$ cat config.mk
export PLATFORM = sky130hd
export DESIGN_NAME = io_unit
export DESIGN_NICKNAME = d
export VERILOG_FILES = /design/src/rtl/io_unit.sv
export SDC_FILE = /design/constraint.sdc
export NUM_CORES = 1
export LEC_CHECK = 0
export BUFFER_PORTS_ARGS = -buffer_cell sky130_fd_sc_hd__buf_2
export CAP_MARGIN = 20
export CORE_UTILIZATION = 50
export DETAILED_ROUTE_END_ITERATION = 16
export PLACE_DENSITY = 0.77
export SYNTH_ARGS = -nofsm -noshare
export SYNTH_HDL_FRONTEND = slang
export SYNTH_SLANG_ARGS = --single-unit
$ cat constraint.sdc
create_clock -name clk -period 5 [get_ports clk]
set_clock_uncertainty 0.15 [all_clocks]
set_input_delay 0.5 -clock clk [delete_from_list [all_inputs] [get_ports clk]]
set_output_delay 0.5 -clock clk [all_outputs]
set_load 0.005 [all_outputs]
$ cat src/rtl/io_unit.sv
// io_unit: memory-stage I/O responder for lw_io / sw_io.
//   sw_io: out_data_i is pushed into a DEPTH-entry FIFO that drains to an
//          external sink over out_valid/out_ready.
//   lw_io: the pipeline stalls until the external source supplies a word
//          (in_valid/in_ready), which is returned on io_rdata_o/io_rvalid_o.
// Ports:
//   clk, rst                 clock, synchronous active-high reset
//   in_i, out_i              MEM-stage instruction is lw_io / sw_io
//   out_data_i               register value to emit for sw_io
//   io_rdata_o, io_rvalid_o  captured input word and its valid strobe
//   stall_req_o              freeze PC, IF/ID, ID/EX and EX/MEM
//   in_valid, in_data, in_ready     source handshake
//   out_valid, out_data, out_ready  sink handshake
//   out_count_o              FIFO occupancy
module io_unit #(
  parameter int unsigned DATA_W = 32,
  parameter int unsigned DEPTH  = 4
) (
  input  logic                       clk,
  input  logic                       rst,
  input  logic                       in_i,
  input  logic                       out_i,
  input  logic [DATA_W-1:0]          out_data_i,
  output logic [DATA_W-1:0]          io_rdata_o,
  output logic                       io_rvalid_o,
  output logic                       stall_req_o,
  input  logic                       in_valid,
  input  logic [DATA_W-1:0]          in_data,
  output logic                       in_ready,
  output logic                       out_valid,
  output logic [DATA_W-1:0]          out_data,
  input  logic                       out_ready,
  output logic [$clog2(DEPTH):0]     out_count_o
);

  localparam int unsigned AW = $clog2(DEPTH);
  localparam int unsigned CW = $clog2(DEPTH) + 1;

  typedef enum logic [1:0] {
    IDLE,
    WAIT_IN,
    DONE
  } in_state_t;

  in_state_t         state;
  in_state_t         state_next;
  logic              capture;
  logic [DATA_W-1:0] rdata;

  logic [DATA_W-1:0] mem [DEPTH];
  logic [AW-1:0]     rd_ptr;
  logic [AW-1:0]     wr_ptr;
  logic [CW-1:0]     count;
  logic              full;
  logic              push;
  logic              pop;

  // ---------------- input path ----------------
  always_ff @(posedge clk) begin
    if (rst) begin
      state <= IDLE;
      rdata <= '0;
    end else begin
      state <= state_next;
      if (capture) rdata <= in_data;
    end
  end

  always_comb begin
    state_next  = state;
    in_ready    = 1'b0;
    io_rvalid_o = 1'b0;
    capture     = 1'b0;
    case (state)
      IDLE: begin
        if (in_i) state_next = WAIT_IN;
      end
      WAIT_IN: begin
        in_ready = 1'b1;
        if (in_valid) begin
          capture    = 1'b1;
          state_next = DONE;
        end
      end
      DONE: begin
        io_rvalid_o = 1'b1;
        state_next  = IDLE;
      end
      default: state_next = IDLE;
    endcase
  end

  assign io_rdata_o = rdata;

  // ---------------- output FIFO ----------------
  // Push is gated on the cycle-start count only, so a full FIFO blocks the
  // push even when a pop frees a slot in the same cycle.
  assign full      = (count == CW'(DEPTH));
  assign push      = out_i && !full;
  assign out_valid = (count != '0);
  assign pop       = out_valid && out_ready;
  assign out_data  = mem[rd_ptr];
  assign out_count_o = count;

  always_ff @(posedge clk) begin
    if (rst) begin
      rd_ptr <= '0;
      wr_ptr <= '0;
      count  <= '0;
      for (int unsigned i = 0; i < DEPTH; i++) begin
        mem[AW'(i)] <= '0;
      end
    end else begin
      if (push) begin
        mem[wr_ptr] <= out_data_i;
        wr_ptr      <= wr_ptr + AW'(1);
      end
      if (pop) begin
        rd_ptr <= rd_ptr + AW'(1);
      end
      case ({push, pop})
        2'b10:   count <= count + CW'(1);
        2'b01:   count <= count - CW'(1);
        default: count <= count;
      endcase
    end
  end

  // ---------------- stall ----------------
  assign stall_req_o = (in_i && (state != DONE)) || (out_i && full);

endmodule

==> flow_summary_export.csv, run 1 <==
group,metric,value,unit
cts,cts_setup_buffers,0,
setup_path,reg2reg_to,"out_count_o[2]",
timing,finalSetupViolations,0,
place,hpwlAfterDp,8.98,mm
grt,grt_pass1_vias,4519,
synthesis,yosysSeqAreaShare,64.9,%
floorplan,die_x,122,um
status,status,"complete, no violations",
cts,root_buffer,"clkbuf_16",
place,gp_congestion,0.775,
pwr,power.density,428,nW/um^2
drt,wl_met3,1.26,mm
setup_path,rrSetupSlack,2.15,ns
setup_path,crit_required,5.18,ns
worst_hold_path,hold_start,"in_data[24]",
cts,cts-buffers-inserted,17,
floorplan,core.rowCount,43,
drt,drc,0,
synthesis,synth_largest_area_cell,"edfxtp_1",
grt,antenna_found_initial,1,
floorplan,die_h,122,um
synthesis,synth_seq_cells,171,
cts,htreeDepth,4,
finish,final_common_cell,"buf_2",
cts,holdBufCountCts,0,
synthesis,synthesis.nets,583,
cts,clkSinkCount,171,
pwr,ir_drop,0.238,mV
pwr,leakagePower,3.44,nW
finish,finalNetCount,719,
setup_path,r2r_start,"out_count_o[2]",
synthesis,syn_avg_cell_area,14.2,sq um
drt,wl_per_cell,17.2,um
place,io_buffers,140,
synthesis,synth_top_cell_area_share,53.0,%
grt,grt_first_pass_wirelength,22.8,mm
timing,fin_tns_setup,0,ns
synthesis,netlist_instances,511,
cts,clk_pin_slew,0.06,ns
synthesis,ys_types,34,
finish,syn2layout_area_growth,19.4,%
floorplan,ios,141,
drt,ant_nets,0,
setup_path,crit_arrival,3.03,ns
drt,via_per_inst,5.21,
synthesis,synth_warnings,0,
worst_hold_path,hold_class,"in2reg",
synthesis,netlist_area,7250,sq um
floorplan,dieArea,15000,sq um
timing,hold_viol,0,
setup_path,start_kind,"register",
timing,fin_crit_sh,56.9,%
cts,clk_latency,0.42,ns
pwr,power,3.71,mW
drt,met2_length,7.22,mm
setup_path,worst-path-max-fanout,8,
finish,final_cell_mix,"buf_2 (140), edfxtp_1 (128), and2_1 (120)",
timing,drv_slew,0,
setup_path,worstRegToRegCells,8,
setup_path,worstSetupPathType,"reg2reg",
worst_hold_path,min_to,"io_rdata_o[24]",
drt,drt-initial-drc-count,315,
synthesis,ys_top_cells_by_area,"edfxtp_1 (53%), dfxtp_1 (12%), and2_1 (10%)",
cts,clk_path_buf_depth,2,
drt,dr.pass1.iters,5,
cts,cts_resized,0,
grt,track_usage,20.5,%
timing,clock.fmax,351,MHz
grt,gr-total-overflow,0,
floorplan,initial_core_util,51.8,%
timing,tightest_slew,1.02,ns
timing,rsz0062_at_grt,"no",
cts,cts_tree,"done",
finish,drive_above_1_share,35.5,%
drt,drt_wl_total,14.4,mm
drt,vias,4385,
drt,top_layer,"met4",
timing,max_slew_margin,32.2,%
setup_path,critPathCaptureType,"register",
timing,fin_crit,2.85,ns
job,cap_violations,0,
floorplan,coreArea,14000,sq um
worst_hold_path,holdPathStages,3,
grt,grt_max_degree,49,
drt,wl_met1,5.80,mm
-- flip-flops by register name (all words and copies together) (netlist names), named ones only --
register,flops
io_rdata_o,32
wr_ptr,2
mem,128
state,2
out_count_o,3
rd_ptr,2
-- cells in the mapped netlist (all sizes together) --
| library cell | number |
|---|---|
| o22ai | 1 |
| o31a | 1 |
| nor3 | 2 |
| a21oi | 36 |
| mux4 | 32 |
| inv | 6 |
| dfxtp | 43 |
| nor2b | 2 |
| a41o | 1 |
| o311ai | 1 |
| nand2 | 67 |
| xnor2 | 1 |
| and2 | 128 |
| xor2 | 3 |
| nor2 | 8 |
| a2111oi | 1 |
| nand2b | 1 |
| and3b | 1 |
| edfxtp | 128 |
| fa | 1 |
| ha | 1 |
| o21ai | 5 |
| clkbuf | 10 |
| or3 | 5 |
| or3b | 1 |
| nand3b | 1 |
| nor4 | 2 |
| buf | 21 |
| nor3b | 1 |
-- metal layers --
layer | vias to the layer above | global-route usage (%)
met5 | - | 0
met4 | 0 | 6.25
met3 | 17 | 6.88
met2 | 179 | 34.4
met1 | 2102 | 24.9
li1 | 2087 | -
-- stage by stage --
stage                     hold WS (ns)  setup slack, ns  instances  cell area, sq um  util, %
after floorplan                  0.301             1.21        511              7250        -
after global placement           0.292             2.17        805              8030     57.4
after detailed placement         0.293             2.11        805              8030     57.4
after CTS                        0.147             2.18        837              8590     61.4
after global routing             0.157             2.02        840              8660     61.9
final                            0.159             2.15        841              8660     61.9
-- critical path, cell delays in order (launching register included) --
cell     delay, ns
dfxtp_1       0.44
or3b_2        0.51
nand2_1       0.23
ha_1          0.22
inv_1         0.07
fa_1          0.38
xor2_1        0.17
or3_2         0.41
a21oi_1       0.18
-- where the power goes --
part / total (mW) / leakage [nW] / internal, mW / switching, mW
registers: 1.75 / 1.68 / 1.67 / 0.0760
logic: 0.736 / 1.47 / 0.378 / 0.357
clock network: 1.23 / 0.285 / 0.706 / 0.520
-- cell type report --
type                            count  area [sq um]
Sequential cell                   171          4710
Clock buffer                       23           499
Inverter                            6          22.5
Timing Repair Buffer              148           808
Clock inverter                      9          60.1
Multi-Input combinational cell    303          2330
Fill cell                        1063          5330
Tap cell                          180           225
Antenna cell                        1          2.50
-- how the worst max path moves through the flow --
| stage | startpoint | endpoint | slack (ns) | cells after the start |
|---|---|---|---|---|
| floorplan | rst | mem[0][0] | 1.21 | 2 |
| global placement | rst | mem[0][12] | 2.17 | 3 |
| detailed placement | rst | mem[0][11] | 2.11 | 4 |
| CTS | out_count_o[2] | out_count_o[2] | 2.18 | 8 |
| global route | out_count_o[2] | out_count_o[2] | 2.02 | 8 |
| finish | out_count_o[2] | out_count_o[2] | 2.15 | 8 |
-- logic make-up after synthesis --
logic type / share of synthesized area [%]
XOR/XNOR: 0.483
multiplexers: 9.94
AND/OR/NAND/NOR: 17.5
AO/OA/AOI/OAI: 3.43
buffers and inverters: 3.30
adder cells (fa/ha/maj): 0.449
flip-flops: 64.9
Power figures use the tool's default switching activity.
==> inputs of run 2 (changes only) <==
ABC_AREA = 1   (was not set)
PLACE_DENSITY = 0.8   (was 0.77)
clock period = 2.4 ns   (was 5 ns; I/O delays follow)
==> run 2 against run 1 <==
Effect of this change: sequential share of layout area shrank 4.0 points; critical path depth is 3 lower; die area is 1.8% higher; synthesized area increased by 1.9%; via count rose by 34%; count of clock-buffer cells in the layout decreased by 5.
==> flow_summary_export.csv, run 2 <==
group,metric,value,unit
drt,via_per_inst,5.32,
synthesis,synthesis.nets,809,
timing,rsz0062_at_grt,"no",
setup_path,worst-path-max-fanout,52,
timing,fin_crit_sh,93.5,%
pwr,leakagePower,3.93,nW
drt,vias,5883,
drt,dr.pass1.iters,5,
finish,largest_register,"mem",
timing,clock.fmax,445,MHz
status,status,"complete, no violations",
synthesis,synth_edf_count,128,
timing,fin_tns_setup,0,ns
cts,cts_tree,"done",
cts,root_buffer,"clkbuf_16",
pwr,power.density,926,nW/um^2
cts,clk_latency,0.43,ns
grt,grt_max_degree,55,
pwr,ir_drop,0.495,mV
synthesis,yosysSeqAreaShare,63.7,%
synthesis,ys_types,23,
grt,grt_first_pass_wirelength,28.7,mm
drt,drt-initial-drc-count,510,
synthesis,synthArstFlopShare,0,%
setup_path,start_kind,"register",
timing,worst_slack,0.155,ns
cts,cts_setup_buffers,0,
finish,largest_register_ffs,128,
place,hpwlAfterDp,10.5,mm
drt,drc,0,
grt,track_usage,25.4,%
finish,final_cell_mix,"nor2_1 (207), buf_2 (140), edfxtp_1 (128)",
synthesis,syn_avg_cell_area,10.0,sq um
floorplan,core.rowCount,44,
drt,ant_nets,0,
place,io_buffers,140,
grt,grt_pass1_vias,5909,
floorplan,coreArea,14500,sq um
setup_path,crit_required,2.01,ns
synthesis,synth_top_cell_area_share,52.0,%
synthesis,synth_largest_area_cell,"edfxtp_1",
synthesis,yosys.cell_count.top_type,"nor2_1",
place,pre_cts_slack,0.452,ns
floorplan,die_x,124,um
finish,diodes,0,
job,cap_violations,0,
synthesis,ys_top_cells_by_area,"edfxtp_1 (52%), dfxtp_1 (12%), nor2_1 (11%)",
synthesis,synthFlopType,"edfxtp_1",
finish,drive_above_1_share,27.9,%
timing,hold_viol,0,
place,gp_congestion,0.758,
finish,syn2layout_area_growth,26.7,%
timing,drv_slew,0,
cts,clkSinkCount,171,
cts,htreeDepth,4,
cts,cts-buffers-inserted,17,
drt,wl_per_cell,16.8,um
synthesis,netlist_instances,737,
synthesis,synth_commonest_cells,"nor2_1 (208), edfxtp_1 (128), o21ai_0 (101)",
setup_path,worstSetupPathType,"reg2out",
floorplan,die_h,124,um
setup_path,rrSetupSlack,0.43,ns
timing,finalSetupViolations,0,
grt,gr-total-overflow,0,
floorplan,initial_core_util,51.0,%
synthesis,netlist_area,7390,sq um
setup_path,critPathCaptureType,"output pin",
finish,final_common_cell,"nor2_1",
finish,finalNetCount,980,
synthesis,synth_warnings,0,
floorplan,ios,141,
synthesis,synth_seq_cells,171,
setup_path,crit_arrival,1.85,ns
timing,tightest_slew,0.407,ns
timing,max_slew_margin,72.9,%
timing,fin_crit,2.24,ns
floorplan,dieArea,15300,sq um
cts,clk_path_buf_depth,2,
drt,drt_wl_total,18.5,mm
worst_hold_path,hold_class,"in2reg",
grt,antenna_found_initial,0,
cts,clk_pin_slew,0.07,ns
-- run 2: power breakdown --
| part | switching (mW) | internal, mW | total, mW | leakage [nW] |
|---|---|---|---|---|
| Combinational | 1.30 | 0.764 | 2.07 | 1.95 |
| Sequential | 0.151 | 3.58 | 3.73 | 1.68 |
| Clock | 1.21 | 1.66 | 2.87 | 0.293 |
| Total | 2.67 | 6.00 | 8.67 | 3.93 |
-- run 2: routing by layer --
| metal | track usage, % | share of wire (%) |
|---|---|---|
| met5 | 0 | 0 |
| met4 | 9.56 | 1.8 |
| met3 | 6.00 | 6.8 |
| met2 | 45.6 | 52 |
| met1 | 29.4 | 39 |
-- run 2: critical path, stage by stage (launching register included) --
cell and delay (ns):
dfxtp_4 0.40, inv_2 0.22, buf_12 0.27, o21ai_0 0.15
o22ai_1 0.22, buf_2 0.16
-- run 2: cell type report --
class	instances	area (sq um)
clock inverters	14	180
flip-flops and latches	171	4710
clock buffers	18	429
fillers	1079	5120
multi-input cells	437	2200
inverters	84	315
well taps	184	230
repair buffers	197	1290
-- run 2: what timing repair did --
| item | 4_1_cts | 5_1_grt |
|---|---|---|
| gates resized for setup | 0 | 1 |
| hold buffers | 36 | 0 |
| setup endpoints to repair | 0 | 1 |
| hold endpoints to repair | 38 | 0 |
-- run 2: cell families after synthesis --
group | Yosys count | synth area share (%)
AOI/OAI and AO/OA | 142 | 10.2
adders and majority gates | 2 | 0.440
buffers and inverters | 129 | 7.05
DFF | 171 | 63.7
and+or+nand+nor | 293 | 18.7
-- run 2: stage by stage --
stage	area, sq um	power [mW]	instances	utilization, %	hold WS (ns)
6_report	9360	8.67	1105	64.7	0.0169
5_1_grt	9360	9.08	1105	64.7	0.0220
4_1_cts	9360	8.69	1105	64.6	0.00762
3_5_place_dp	8390	5.79	1037	57.9	0.318
3_3_place_gp	8390	5.72	1037	57.9	0.311
2_1_floorplan	7390	4.93	737	-	0.162
-- run 2: final timing paths --
kind,startpoint,to,cells past startpoint
worst max-delay path,register,out_data[25],5
worst min-delay path,out_data_i[1],mem[3][1],3
worst min register to register,out_count_o[0],out_count_o[0],1
worst max register to register,out_count_o[2],out_count_o[2],13
==> inputs of run 3 (changes only) <==
==> constraint.sdc (replaced) <==
create_clock -name clk -period 2.4 [get_ports clk]
set_clock_uncertainty 0.15 [all_clocks]
set_input_delay 0.24 -clock clk [delete_from_list [all_inputs] [get_ports clk]]
set_output_delay 0.24 -clock clk [all_outputs]
set_load 0.05 [all_outputs]
==> run 3 against run 2 <==
Effect of this change: critical path depth did not move; maximum frequency down 1.6%; via count increased by 0.36%; flip-flop and latch count stayed put; design area is 0.15% lower; combinational power up 57%; worst setup slack got worse by 0.035 ns; clock power shrank 7%; register-to-register slack better by 0.03 ns; cell count up 0.36%; count of clock-buffer cells in the layout stayed put; largest power group unchanged.
==> flow_summary_export.csv, run 3 (synthesis results as in run 2) <==
group,metric,value,unit
status,status,"complete, no violations",
drt,vias,5904,
cts,root_buffer,"clkbuf_16",
timing,worst_slack,0.120,ns
place,io_buffers,140,
floorplan,die_x,124,um
finish,final_cell_count_no_fill,1109,
timing,tightest_slew,0.402,ns
finish,finalNetCount,984,
cts,cts-buffers-inserted,17,
place,dp_cells,1041,
setup_path,worst-path-max-fanout,30,
finish,diodes,0,
setup_path,critPathCaptureType,"output pin",
pwr,power.internal,5.91,mW
grt,grt_max_degree,39,
timing,max_slew_margin,73.2,%
finish,largest_register_ffs,128,
cts,htreeDepth,4,
floorplan,ios,141,
grt,grt_first_pass_wirelength,28.5,mm
drt,wl_per_cell,16.8,um
finish,final_common_cell,"nor2_1",
drt,drt_wl_total,18.6,mm
setup_path,rrSetupSlack,0.46,ns
finish,drive_above_1_share,28.3,%
worst_hold_path,holdPathStages,3,
drt,via_per_inst,5.32,
worst_hold_path,hold_start,"out_data_i[20]",
cts,clkSinkCount,171,
finish,fillerInstances,1073,
pwr,sequentialPowerShare,38.6,%
grt,antenna_found_initial,0,
timing,clock.fmax,439,MHz
worst_hold_path,hold_class,"in2reg",
cts,clk_pin_slew,0.06,ns
floorplan,core.rowCount,44,
cts,clk_latency,0.42,ns
pwr,power.density,1030,nW/um^2
place,pre_cts_slack,0.437,ns
grt,gr-total-overflow,0,
finish,fin_util,64.6,%
setup_path,reg2reg_to,"out_count_o[2]",
pwr,ir_drop,0.563,mV
finish,largest_register,"mem",
grt,track_usage,25.2,%
timing,rsz0062_at_grt,"no",
finish,final_area,9350,sq um
setup_path,crit_required,2.01,ns
drt,dr.pass1.iters,5,
floorplan,coreArea,14500,sq um
finish,syn2layout_area_growth,26.5,%
pwr,comb_power_share,33.7,%
timing,drv_slew,0,
pwr,leakagePower,3.92,nW
drt,drt-initial-drc-count,491,
setup_path,crit_arrival,1.89,ns
timing,hold_viol,0,
floorplan,die_h,124,um
floorplan,initial_core_util,51.0,%
floorplan,dieArea,15300,sq um
pwr,p_switching,3.75,mW
job,cap_violations,0,
cts,cts_tree,"done",
place,place_area,8410,sq um
setup_path,worstRegToRegCells,11,
place,hpwlAfterDp,11.2,mm
place,gp_congestion,0.814,
setup_path,r2r_start,"out_count_o[0]",
pwr,sw_frac_of_total,38.9,%
grt,grt_pass1_vias,5782,
timing,fin_crit,2.28,ns
finish,final_cell_mix,"nor2_1 (207), buf_2 (140), edfxtp_1 (128)",
pwr,power_frac_clock,27.7,%
drt,ant_nets,0,
timing,fin_crit_sh,95.0,%
cts,clk_path_buf_depth,2,
setup_path,worstSetupPathType,"reg2out",
timing,finalSetupViolations,0,
worst_hold_path,min_to,"mem[3][20]",
drt,drc,0,
setup_path,start_kind,"register",
[run 3: changes by cell type in the layout (fill, tap and decap cells not counted), sizes merged]
cell      change
clkinv        +2
inv           -3
bufinv        -1
buf           +4
clkinvlp      +2
[run 3: routing by layer]
metal	global-route usage, %	vias up	wire [um]
met4	9.94	0	392
met5	0	-	0
met3	5.26	33	1360
met1	30.0	2808	7390
met2	44.3	257	9460
li1	-	2806	-
[run 3: per-stage QoR]
step           total power [mW]  hold slack, ns  setup TNS (ns)
2_1_floorplan              6.09           0.162           -8.14
3_3_place_gp               6.92           0.295               0
3_5_place_dp               6.98           0.307               0
4_1_cts                    9.68          0.0192               0
5_1_grt                    10.1          0.0393               0
6_report                   9.66          0.0319               0
[run 3: critical path, stage by stage, from the launching register on]
cell     delay (ns)
dfxtp_2        0.38
inv_2          0.21
buf_12         0.22
o21ai_1        0.09
o22ai_1        0.23
buf_2          0.33
[run 3: worst max path at each step]
stage	startpoint	end	slack [ns]	depth (start not counted)
after floorplan	out_count_o[1]	mem[0][0]	-0.09	4
after global placement	out_count_o[0]	out_count_o[2]	0.50	12
after detailed placement	out_count_o[0]	out_count_o[2]	0.44	11
after CTS	register	out_data[21]	0.03	4
after global routing	register	out_data[1]	0.005	5
final	register	out_data[16]	0.12	5
[run 3: timing repair]
item | 4_1_cts | 5_1_grt
resized for setup | 0 | 1
endpoints found under the setup margin | 0 | 5
setup buffers | 0 | 0
hold buffers | 36 | 0
endpoints found under the hold margin | 37 | 0
[run 3: cell type report]
type                    count  area [sq um]  area share [%]
clock buffers              18           429            4.59
clock inverters            14           144            1.54
inverters                  84           315            3.37
multi-input cells         437          2210            23.6
flip-flops and latches    171          4710            50.4
well taps                 184           230            2.46
repair buffers            201          1320            14.1
[run 3: power by group through the flow]
stage	Clock, mW	Sequential (mW)	Combinational (mW)
3_3_place_gp	0	3.77	3.15
4_1_cts	2.70	3.72	3.25
3_5_place_dp	0	3.78	3.20
2_1_floorplan	0	3.94	2.15
5_1_grt	2.81	3.76	3.49
6_report	2.68	3.73	3.25
